File: config.mk
export PLATFORM = sky130hd
export DESIGN_NAME = row_scan_sequencer
export DESIGN_NICKNAME = d
export VERILOG_FILES = /design/src/rtl/row_scan_sequencer.sv
export SDC_FILE = /design/constraint.sdc
export NUM_CORES = 1
export LEC_CHECK = 0
export ABC_AREA = 1
export CAP_MARGIN = 20
export CORE_ASPECT_RATIO = 0.9
export CORE_MARGIN = 4
export CORE_UTILIZATION = 25
export CTS_BUF_LIST = sky130_fd_sc_hd__clkbuf_4 sky130_fd_sc_hd__clkbuf_8 sky130_fd_sc_hd__clkbuf_16
export DETAILED_ROUTE_END_ITERATION = 8
export DONT_BUFFER_PORTS = 1
export PLACE_DENSITY_LB_ADDON = 0.3
export SLEW_MARGIN = 10
export SYNTH_ARGS = -nofsm -noshare
export SYNTH_HDL_FRONTEND = slang
export SYNTH_SLANG_ARGS = --single-unit
File: constraint.sdc
create_clock -name clk -period 1.6 [get_ports clk]
set_input_delay 0.08 -clock clk [delete_from_list [all_inputs] [get_ports clk]]
set_output_delay 0.08 -clock clk [all_outputs]
set_load 0.01 [all_outputs]
File: src/rtl/row_scan_sequencer.sv
// row_scan_sequencer
//   Steps a 4-bit row address through rows 0..15 for a downstream
//   4-to-16 decoder. Each row is held for dwell+1 cycles with the decoder
//   enabled. At the end of row 15 the block either wraps to row 0 (cont=1)
//   or returns to idle (cont=0). In both cases it pulses frame_done.
//
//   Optional build macro SCAN_BLANK_EN adds one blank cycle between
//   consecutive rows, including the 15->0 wrap. During that cycle ena=0,
//   busy=1, and a already holds the next row address. When the macro is
//   undefined, rows are driven back-to-back with ena continuously high.
//
// Ports
//   clk        in   sole clock, rising edge
//   rst        in   synchronous active-high reset
//   start      in   begin a frame (ignored while busy; stop wins if both high)
//   stop       in   abort the running frame, no frame_done
//   cont       in   1 = wrap after row 15, 0 = single frame
//   dwell      in   row hold count (row held dwell+1 cycles), latched at start
//   a          out  row address
//   ena        out  decoder enable
//   busy       out  high in every non-idle state
//   frame_done out  one-cycle pulse after the last cycle of row 15
//
// All outputs are registered.
module row_scan_sequencer #(
  parameter int DWELL_W = 8
) (
  input  logic               clk,
  input  logic               rst,
  input  logic               start,
  input  logic               stop,
  input  logic               cont,
  input  logic [DWELL_W-1:0] dwell,
  output logic [3:0]         a,
  output logic               ena,
  output logic               busy,
  output logic               frame_done
);

`ifdef SCAN_BLANK_EN
  typedef enum logic [1:0] {IDLE, DRIVE, BLANK} state_t;
  // State entered after a row completes (the next row address is already loaded).
  localparam state_t ROW_STEP = BLANK;
`else
  typedef enum logic [1:0] {IDLE, DRIVE} state_t;
  localparam state_t ROW_STEP = DRIVE;
`endif

  state_t             state_q, state_d;
  logic [3:0]         a_q, a_d;
  logic [DWELL_W-1:0] cnt_q, cnt_d;
  logic [DWELL_W-1:0] dwell_q, dwell_d;
  logic               fd_d;
  logic               ena_q, busy_q, fd_q;

  always_ff @(posedge clk) begin
    if (rst) begin
      state_q <= IDLE;
      a_q     <= '0;
      cnt_q   <= '0;
      dwell_q <= '0;
      ena_q   <= 1'b0;
      busy_q  <= 1'b0;
      fd_q    <= 1'b0;
    end else begin
      state_q <= state_d;
      a_q     <= a_d;
      cnt_q   <= cnt_d;
      dwell_q <= dwell_d;
      // ena/busy are registered copies of what the next state implies.
      ena_q   <= (state_d == DRIVE);
      busy_q  <= (state_d != IDLE);
      fd_q    <= fd_d;
    end
  end

  always_comb begin
    state_d = state_q;
    a_d     = a_q;
    cnt_d   = cnt_q;
    dwell_d = dwell_q;
    fd_d    = 1'b0;

    case (state_q)
      IDLE: begin
        a_d   = '0;
        cnt_d = '0;
        if (start && !stop) begin
          state_d = DRIVE;
          dwell_d = dwell;
        end
      end

      DRIVE: begin
        if (stop) begin
          // An abort takes precedence over end-of-frame, so no frame_done is issued.
          state_d = IDLE;
          a_d     = '0;
          cnt_d   = '0;
        end else if (cnt_q != dwell_q) begin
          cnt_d = cnt_q + DWELL_W'(1);
        end else begin
          cnt_d = '0;
          if (a_q != 4'd15) begin
            a_d     = a_q + 4'd1;
            state_d = ROW_STEP;
          end else begin
            fd_d = 1'b1;
            a_d  = '0;
            if (cont) begin
              state_d = ROW_STEP;
            end else begin
              state_d = IDLE;
            end
          end
        end
      end

`ifdef SCAN_BLANK_EN
      BLANK: begin
        cnt_d = '0;
        if (stop) begin
          state_d = IDLE;
          a_d     = '0;
        end else begin
          state_d = DRIVE;
        end
      end
`endif

      default: begin
        state_d = IDLE;
        a_d     = '0;
        cnt_d   = '0;
      end
    endcase
  end

  assign a          = a_q;
  assign ena        = ena_q;
  assign busy       = busy_q;
  assign frame_done = fd_q;

endmodule

# --- After elaboration in Yosys (flattened, before gate mapping) ---
# Cells that the tools add are included.
# Widths: inputs -> output; s select.
totals:
  regBits: 25
  latchBits: 0
  ram_bits: 0
  rom_bits: 0
  in_bits: 13
  elab_cells: 31
  mem_count: 0
op_classes:
  addsub: 2
  multipliers: 0
  n_div: 0
  magnitude_cmp: 0
  n_eq_ne: 4
  shifts: 0
  n_mux: 8
  bitwise_logic: 2
  n_reduce_logical: 8
op_table:
  columns: ["cell", "count"]
  rows:
  - ["$add 8x1->8 const B", 1]
  - ["$ne 8x8->1", 1]
  - ["$reduce_or 4->1", 2]
  - ["$mux 2", 3]
  - ["$add 4x1->4 const B", 1]
  - ["$eq 2x1->1 const B", 2]
  - ["$mux 4", 1]
  - ["$ne 4x4->1 const B", 1]
  - ["$pmux 2 s2", 1]
  - ["$mux 1", 3]
  - ["$reduce_or 3->1", 1]
  - ["$logic_not 2->1", 1]
  - ["$not 1->1", 2]
  - ["$reduce_and 2->1", 1]
  - ["$reduce_bool 2->1", 1]
  - ["$logic_and 1x1->1", 1]
  - ["$logic_not 1->1", 1]

# --- Depth between registers and ports, before layout ---
# Gate-level depths: netlist (run 1).
depth:
  ltp_word: 6
  depth_mapped: 9
  mapped_depth_nobuf: 9

# --- Worst setup path after synthesis (run 1) ---
# Ideal clock, no wire load.
synth_path:
  path_kind: "flip-flop to flip-flop"
  from: "register a_q[0], in the netlist a[0]"
  to: "register busy_q, in the netlist busy"
  setup_time_ps: 122
  arrival_time_ps: 1045
  setup_slack_ps: 434
  path_stages_with_launch: 6
  synth_period_minus_slack_ps: 1166
  cell_sequence: "dfxtp_1 > ha_1 > and3_1 > nand3_2 > nand2_2 > nand3_1"
synth_via:
  elab_chain_len: 6
synth_rtl:
  columns: ["item", "line_no", "rtl"]
  rows:
  - ["start, declared", "50", "logic [3:0] a_q, a_d;"]
  - ["start signal, assigned", "59", "a_q <= '0;"]
  - ["start signal, assigned", "67", "a_q <= a_d;"]
  - ["$ne 4x4->1", "104", "if (a_q != 4'd15) begin"]
  - ["$mux 1", "104", null]
  - ["$mux 2", "100", "end else if (cnt_q != dwell_q) begin"]
  - ["$mux 2", "95", "if (stop) begin"]
  - ["$pmux 2 s2", "84", "case (state_q)"]
  - ["$reduce_bool 2->1", "72", "busy_q <= (state_d != IDLE);"]
  - ["end signal, assigned", "72", null]
  - ["end, declared", "54", "logic ena_q, busy_q, fd_q;"]
# Every way passes these cells.
# A chain may end at the register's enable or synchronous reset.

# --- Final worst setup path (run 1) ---
layout_path:
  from: "register cnt_q[1]"
  to: "register cnt_q[6]"
layout_via:
  elab_chain_len: 3
  word_cells_on_any_way: 4
layout_rtl:
  columns: ["item", "line_no", "rtl"]
  rows:
  - ["start, declared", "51", "logic [DWELL_W-1:0] cnt_q, cnt_d;"]
  - ["start signal, assigned", "68", "cnt_q <= cnt_d;"]
  - ["branches (longest 3 deep; another with $add 8x1->8)", null, null]
# Parallel ways; which one is timed is not known.

==> out/qor.txt, run 1 <==
Synth unique cells: 24
DP Worst Slack: 0.314 ns
Register area share after synthesis: 44.0%
Syn_area_per_cell: 7.90 um2
Pin count of the biggest net entering global routing: 14
Period utilization: 81.6%
# setup viols final: 0
Period minus WS final: 1.31 ns
Rows: 22
I/O Buffers: 0
Worst-skew pair later-pin latency: 0.26 ns
Maximum clock path buffer count: 2
Worst r2r dst: cnt_q[6]
Ports: 20
Launch point of the worst path: cnt_q[1]
Number of global-route vias before repair: 836
Max Fclk: 766 MHz
Grt met2 use: 12.4%
Post-route insts no fill: 219
Vias: 905
Crit path kind: flip-flop to flip-flop
First-pass GRT wire length: 3970 um
CTS sink count: 25
Startpoint Class: flip-flop
Num CTS Buffers: 3
Placed insts: 205
Mapped Cells: 144
Die height: 72.0 um
Reg2reg path depth: 8
Starting Density: 26.8%
Worst Hold Class: input pin to flip-flop
Post-DP HPWL: 1700 um
TNS Setup: 0 ns
WHS Endpoint: ena
R2R Setup Slk: 0.29 ns
Hold path startpoint: rst
Global Route Usage Sum: 8.52%
Root buf cell: clkbuf_8
Post-synth top area cell: dfxtp_1
Worst path arrival time: 1.47 ns
Initial antenna violation count: 0
Final setup margin: 0.294 ns
CTS tree: done
Placed Instance Area: 1220 um2
Proportion of layout cells with a drive suffix above 1: 17.6%
Synthesized Nets: 159
Core region area: 4240 um2
DRT Pass-1 Iters: 4
GRT Max-Usage Layer: met2
IR drop worst, VDD: 463 uV
Routed Wire Length: 2250 um
Die extent in x: 79.1 um
Post-synth top area share: 44.0%
Worst-case hold slack: 0.0332 ns
Largest cells by area after synthesis: dfxtp_1 (44%), nand2_1 (12%), nand3_1 (4.8%)
Area grow syn2layout: 20.2%
DRT antenna net count: 0
RD Place Congestion: 0.679
WHS Path Cells: 2
Die area: 5690 um2
Post-layout util: 32.3%
PD cells: 831 nW/um2
Mapped cell area: 1140 um2
H-tree depth: 1
CP required: 1.76 ns
DRC viols: 0
RSZ-0062 raised after global routing: no
Routed length per placed instance: 10.3 um
Finished Cell Area: 1370 um2
FF-to-FF Start: cnt_q[1]
Final Hold Fails: 0
Status: finished clean
Crit Path Max Fanout: 4
Worst Skew: 0.00129 ns
Met3 usage: 2.85%
Post_cts resized: 0
Antenna cell count: 0
Post-CTS Setup Inserts: 0
GRT met1 Usage: 12.2%
Yosys warning count: 0
Initial DRC count: 26
CP Capture Type: flip-flop
Reg clk slew, reported paths: 0.08 ns
Total power: 1.14 mW
Synthesized flop and latch total: 25
Grt ovf: 0
Pleak: 0.545 nW
DR vias/cell: 4.13
Pins Over Slew Limit: 0
Max cap viols: 0
Nets: 175
[cell families (layout without fill, tap and decap cells)]
family / Yosys count / after routing / synth area share (%)
other: 1 / 1 / 0.330
adders and majority gates: 2 / 2 / 2.20
and+or+nand+nor: 79 / 79 / 34.2
buffers and inverters: 16 / 31 / 6.05
AOI/OAI and AO/OA: 12 / 12 / 6.27
xor gates and xnor gates: 9 / 9 / 6.93
DFF: 25 / 25 / 44.0
[layout by cell type (no fill, tap or decap), types with 4 or more instances in the layout]
cell type and count:
nand3_1 11, dfxtp_1 25, nand2_1 35, nand2_2 4
nor2_1 14, nor2_2 4, a21oi_1 8, inv_1 11
xnor2_1 5, dlygate4sd3_1 10, xor2_1 4
[area by class of cell]
type                       instances  area (um2)
clock buffer                       4        48.8
fill                             483        2870
inverter                          14        52.6
multi-input combinational        103         568
sequential                        25         500
tap                               60        75.1
timing repair buffer              13         123
[critical path: stages, from the launching register on]
cell and delay [ns]:
dfxtp_1 0.40, ha_1 0.20, nand2_1 0.07, inv_2 0.07
nand2_1 0.07, nor2_2 0.13, nand2_1 0.08, xor2_1 0.14
nor2_1 0.06
[Yosys cell counts (all sizes together)]
cell and count:
inv 14, nand2 41, nor3 2, or2 2, and3 1, buf 2, a21oi 9, ha 2
nor2 20, nand4 1, conb 1, nand3 12, a211oi 3, xor2 4, dfxtp 25, xnor2 5
[timing repair]
item                                    in CTS  in global routing
hold endpoints to repair                    11                  0
endpoints found under the setup margin       0                  0
hold buffers                                10                  0
[metal layers]
layer	wire length [um]	vias up
met4	12	0
met3	120	2
met2	940	19
met5	0	-
met1	1180	402
li1	-	482
[registers in the layout, summed over array words and instances, names as in the netlist]
name / cells
busy: 1
frame_done: 1
cnt_q: 8
state_q: 2
ena: 1
a: 4
dwell_q: 8
[worst max-delay path by stage]
| stage | endpoint | slack (ns) |
|---|---|---|
| 2_1_floorplan | busy | 0.43 |
| 3_3_place_gp | cnt_q[6] | 0.31 |
| 3_5_place_dp | cnt_q[6] | 0.31 |
| 4_1_cts | cnt_q[6] | 0.29 |
| 5_1_grt | cnt_q[6] | 0.18 |
| 6_report | cnt_q[6] | 0.29 |
[power breakdown]
part | switching (mW) | internal [mW] | total, mW
registers | 0.00771 | 0.634 | 0.642
clock network | 0.191 | 0.195 | 0.386
logic | 0.0618 | 0.0466 | 0.108
total | 0.261 | 0.876 | 1.14
No activity file was read; power rests on OpenSTA's default activity.
==> run 2, diff against run 1 <==
clock period = 1.1 ns   (was 1.6 ns; I/O delays follow)
==> run 2 against run 1 <==
The run now ends with setup timing left. Clock power up 46%. Cell count up 11%. Flip-flop and latch count unchanged. Via count up 11%. Non-clock buffer count up 24. Critical path depth unchanged. Register-to-register slack worse by 0.39 ns. Critical endpoint unchanged. Largest power group unchanged.
==> out/qor.txt, run 2 (synthesis gave the netlist of run 1 again) <==
Crit path max-delay cell type: dfxtp_4
Total power: 1.73 mW
Post-DP HPWL: 1880 um
Pleak: 0.711 nW
First-pass GRT wire length: 4270 um
Worst-case hold slack: 0.0416 ns
Crit path max-delay family: flip-flops
Max cap viols: 0
DR vias/cell: 4.14
CTS tree: done
Routed length per placed instance: 11.2 um
Number of global-route vias before repair: 955
Critical path's most frequent cell: nand2_2
TNS Setup: -0.635 ns
CP Capture Type: flip-flop
Crit Path Max Fanout: 4
Pin count of the biggest net entering global routing: 14
# setup viols final: 12
IR drop worst, VDD: 1040 uV
Vias: 1007
Worst path arrival time: 1.36 ns
Worst path cell trace: ha_4, nand2_2, inv_2, nand2_4, nor2_4, nand2_2, xor2_1, nor2_1
Pins Over Slew Limit: 0
DRC viols: 0
I/O Buffers: 0
Worst-skew pair later-pin latency: 0.27 ns
Worst path bufs/invs: 1
Rows: 22
Status: finished with violations
Initial DRC count: 21
DP Worst Slack: -0.133 ns
Post-route insts no fill: 243
Routed Wire Length: 2720 um
Period utilization: 109%
CP required: 1.26 ns
Period minus WS final: 1.20 ns
Grt ovf: 0
RSZ-0062 raised after global routing: yes
Area grow syn2layout: 56.3%
Global Route Usage Sum: 9.42%
Placed Instance Area: 1390 um2
Root buf cell: clkbuf_8
Highest Signal Layer: met4
Met2 WL: 1390 um
Startpoint Class: flip-flop
Maximum clock path buffer count: 2
RD Place Congestion: 0.762
H-tree depth: 1
Slowest cell delay on critical path: 0.41 ns
Most frequent cells in the layout: nand2_1 (27), buf_4 (23), nor2_1 (11), dfxtp_2 (11), dlygate4sd3_1 (11)
Num CTS Buffers: 3
Final setup margin: -0.0951 ns
Ports: 20
Finished Cell Area: 1780 um2
DRT antenna net count: 0
Die area: 5690 um2
Failing checks: setup timing
PD cells: 975 nW/um2
Post-layout util: 41.9%
Met3 WL: 96 um
DRT Pass-1 Iters: 4
Max Fclk: 837 MHz
Worst Skew: 0.00199 ns
CTS sink count: 25
Placed insts: 224
Antenna cell count: 0
Die height: 72.0 um
Reg clk slew, reported paths: 0.08 ns
Nets: 199
Multi-input logic area: 753 um2
Starting Density: 26.8%
Initial antenna violation count: 0
Final Hold Fails: 0
Sequential Area: 529 um2
Commonest non-fill, non-tap cell in the layout: nand2_1
Proportion of layout cells with a drive suffix above 1: 50.8%
Worst Hold Class: input pin to flip-flop
# fillers: 417
Crit path kind: flip-flop to flip-flop
Core region area: 4240 um2
Routed length on met1: 1180 um
Die extent in x: 79.1 um
[run 2: cell types whose count changed in the layout (fill, tap and decap cells not counted), sizes merged]
| cell | previous run | this run |
|---|---|---|
| buf | 3 | 26 |
| dlygate4sd3 | 10 | 11 |
[run 2: area by class of cell]
cell class	instances	share of cell area (%)
timing repair buffer	37	17.8
sequential	25	29.8
inverter	14	3.10
tap	60	4.22
clock buffer	4	2.74
multi-input combinational	103	42.4
[run 2: metal layers]
layer  GRT usage (%)  up-vias
met5               0        -
met4            2.86        0
met3            2.61        6
met2            16.1       17
met1            11.6      450
li1                -      534
[run 2: what timing repair did]
action,CTS,global route
hold buffers,10,1
gates cloned,0,0
pin swaps,15,14
setup buffers,3,1
setup endpoints to repair,22,23
gates resized for setup,24,30
hold endpoints to repair,11,1
[run 2: final timing paths]
path                            slack, ns     start       end  depth (start not counted)
worst max-delay path                 -0.1  cnt_q[0]  cnt_q[6]                          8
worst max register to register       -0.1  cnt_q[0]  cnt_q[6]                          8
worst min-delay path                 0.04       rst      busy                          2
worst min register to register       0.49  cnt_q[0]  cnt_q[0]                          1
[run 2: worst reg2reg max path: stages, from the launching register on]
cell,delay (ns)
dfxtp_4,0.41
ha_4,0.14
nand2_2,0.05
inv_2,0.07
nand2_4,0.05
nor2_4,0.10
nand2_2,0.06
xor2_1,0.15
nor2_1,0.07
[run 2: where the power goes]
group | total [mW] | internal (mW) | leakage [nW] | switching [mW]
clock network | 0.565 | 0.284 | 0.0262 | 0.282
logic | 0.239 | 0.116 | 0.473 | 0.124
registers | 0.929 | 0.914 | 0.211 | 0.0147
==> run 3, diff against run 2 <==
CORE_UTILIZATION = 54   (was 25)
CTS_BUF_LIST = sky130_fd_sc_hd__clkbuf_16   (was sky130_fd_sc_hd__clkbuf_4 sky130_fd_sc_hd__clkbuf_8 sky130_fd_sc_hd__clkbuf_16)
==> run 3 against run 2 <==
The flow still finishes with violations (setup timing). Worst setup slack worse by 0.15 ns. Register-to-register slack got worse by 0.15 ns. Hold slack improved by 0.0082 ns. Non-clock buffer count is 8 lower. Die area decreased by 49%. Clock skew about the same. Cell count fell by 18%. Via count is 15% higher. Largest power group unchanged.
==> out/qor.txt, run 3 (synthesis gave the netlist of run 1 again) <==
Failing checks: setup timing
Reg clk slew, reported paths: 0.06 ns
RSZ-0062 raised after global routing: yes
Commonest non-fill, non-tap cell in the layout: nand2_1
Status: finished with violations
PD cells: 1220 nW/um2
Period minus WS final: 1.34 ns
Number of global-route vias before repair: 1105
Vias: 1159
Post-DP HPWL: 1630 um
Routed length per placed instance: 19.8 um
Final setup margin: -0.240 ns
Maximum clock path buffer count: 2
Startpoint Class: flip-flop
Pins Over Slew Limit: 0
Core region area: 1950 um2
Period utilization: 122%
# fillers: 94
# setup viols final: 16
Worst path arrival time: 1.49 ns
Routed length on met1: 1470 um
Highest Signal Layer: met4
Initial antenna violation count: 0
Grt ovf: 0
Num CTS Buffers: 3
Worst-skew pair later-pin latency: 0.26 ns
IR drop worst, VDD: 1700 uV
Ports: 20
Antenna cell count: 0
Die area: 2910 um2
Initial DRC count: 61
Rows: 15
DRT antenna net count: 0
Worst Skew: 0.00181 ns
TNS Setup: -2.73 ns
Routed Wire Length: 3950 um
Die extent in x: 56.4 um
Final Hold Fails: 0
Pin count of the biggest net entering global routing: 16
Met3 WL: 382 um
Die height: 51.5 um
Proportion of layout cells with a drive suffix above 1: 49.1%
Pleak: 0.661 nW
DR vias/cell: 5.80
Post-layout util: 84.1%
Most frequent cells in the layout: nand2_1 (29), buf_4 (19), dfxtp_2 (13)
Max Fclk: 746 MHz
CTS sink count: 25
Max cap viols: 0
H-tree depth: 1
I/O Buffers: 0
Global Route Usage Sum: 23.4%
Met2 WL: 1920 um
DRT Pass-1 Iters: 4
DRC viols: 0
Starting Density: 58.3%
Worst Hold Class: input pin to flip-flop
Area grow syn2layout: 44.3%
RD Place Congestion: 0.861
CP required: 1.25 ns
Crit path kind: flip-flop to flip-flop
First-pass GRT wire length: 5210 um
Crit Path Max Fanout: 5
CTS tree: done
CP Capture Type: flip-flop
Nets: 191
Root buf cell: clkbuf_16
-- run 3: worst paths after layout --
path / startpoint / to / slack (ns) / cells past startpoint
worst max-delay path: dwell_q[6] / state_q[0] / -0.24 / 6
worst min register to register: cnt_q[0] / cnt_q[0] / 0.49 / 1
worst min-delay path: rst / busy / 0.05 / 2
worst max register to register: dwell_q[6] / state_q[0] / -0.24 / 6
-- run 3: where the power goes --
| part | total, mW | internal [mW] | switching, mW |
|---|---|---|---|
| logic | 0.236 | 0.0951 | 0.141 |
| registers | 0.937 | 0.920 | 0.0167 |
| clock network | 0.833 | 0.494 | 0.338 |
-- run 3: per-stage QoR --
step | power, mW | hold slack (ns) | cells | area [um2] | setup WS, ns
3_5_place_dp | 1.09 | 0.127 | 184 | 1310 | -0.0994
3_3_place_gp | 1.08 | 0.125 | 184 | 1310 | -0.0526
2_1_floorplan | 1.07 | 0.196 | 144 | 1160 | -0.0109
5_1_grt | 2.05 | 0.0667 | 200 | 1640 | -0.309
4_1_cts | 1.94 | 0.0137 | 198 | 1540 | -0.0916
6_report | 2.01 | 0.0498 | 200 | 1640 | -0.240
-- run 3: area by class of cell --
type | instances | area [um2] | share of cell area [%]
Timing Repair Buffer | 29 | 243 | 14.8
Clock buffer | 3 | 75.1 | 4.57
Inverter | 14 | 52.6 | 3.20
Tap cell | 25 | 31.3 | 1.91
Multi-Input combinational cell | 103 | 708 | 43.1
Clock inverter | 1 | 7.51 | 0.457
Sequential cell | 25 | 524 | 31.9
-- run 3: worst max-delay path, stage by stage, from the launching register on --
cell     delay, ns
dfxtp_2       0.34
xnor2_2       0.19
nand2_2       0.14
nor2_4        0.20
nand3_2       0.14
nand2_4       0.13
nand3_2       0.07
-- run 3: repair_timing --
action / in CTS / in global routing
endpoints found under the hold margin: 11 / 0
hold buffers: 10 / 0
pin swaps: 8 / 18
buffers inserted: 0 / 2
gates resized for setup: 15 / 26
setup endpoints to repair: 15 / 24
-- run 3: per-layer routing --
| metal | vias to the layer above | GRT usage [%] |
|---|---|---|
| li1 | 518 | - |
| met1 | 544 | 27.8 |
| met3 | 16 | 5.21 |
| met5 | - | 0 |
| met2 | 81 | 43.4 |
| met4 | 0 | 4.74 |
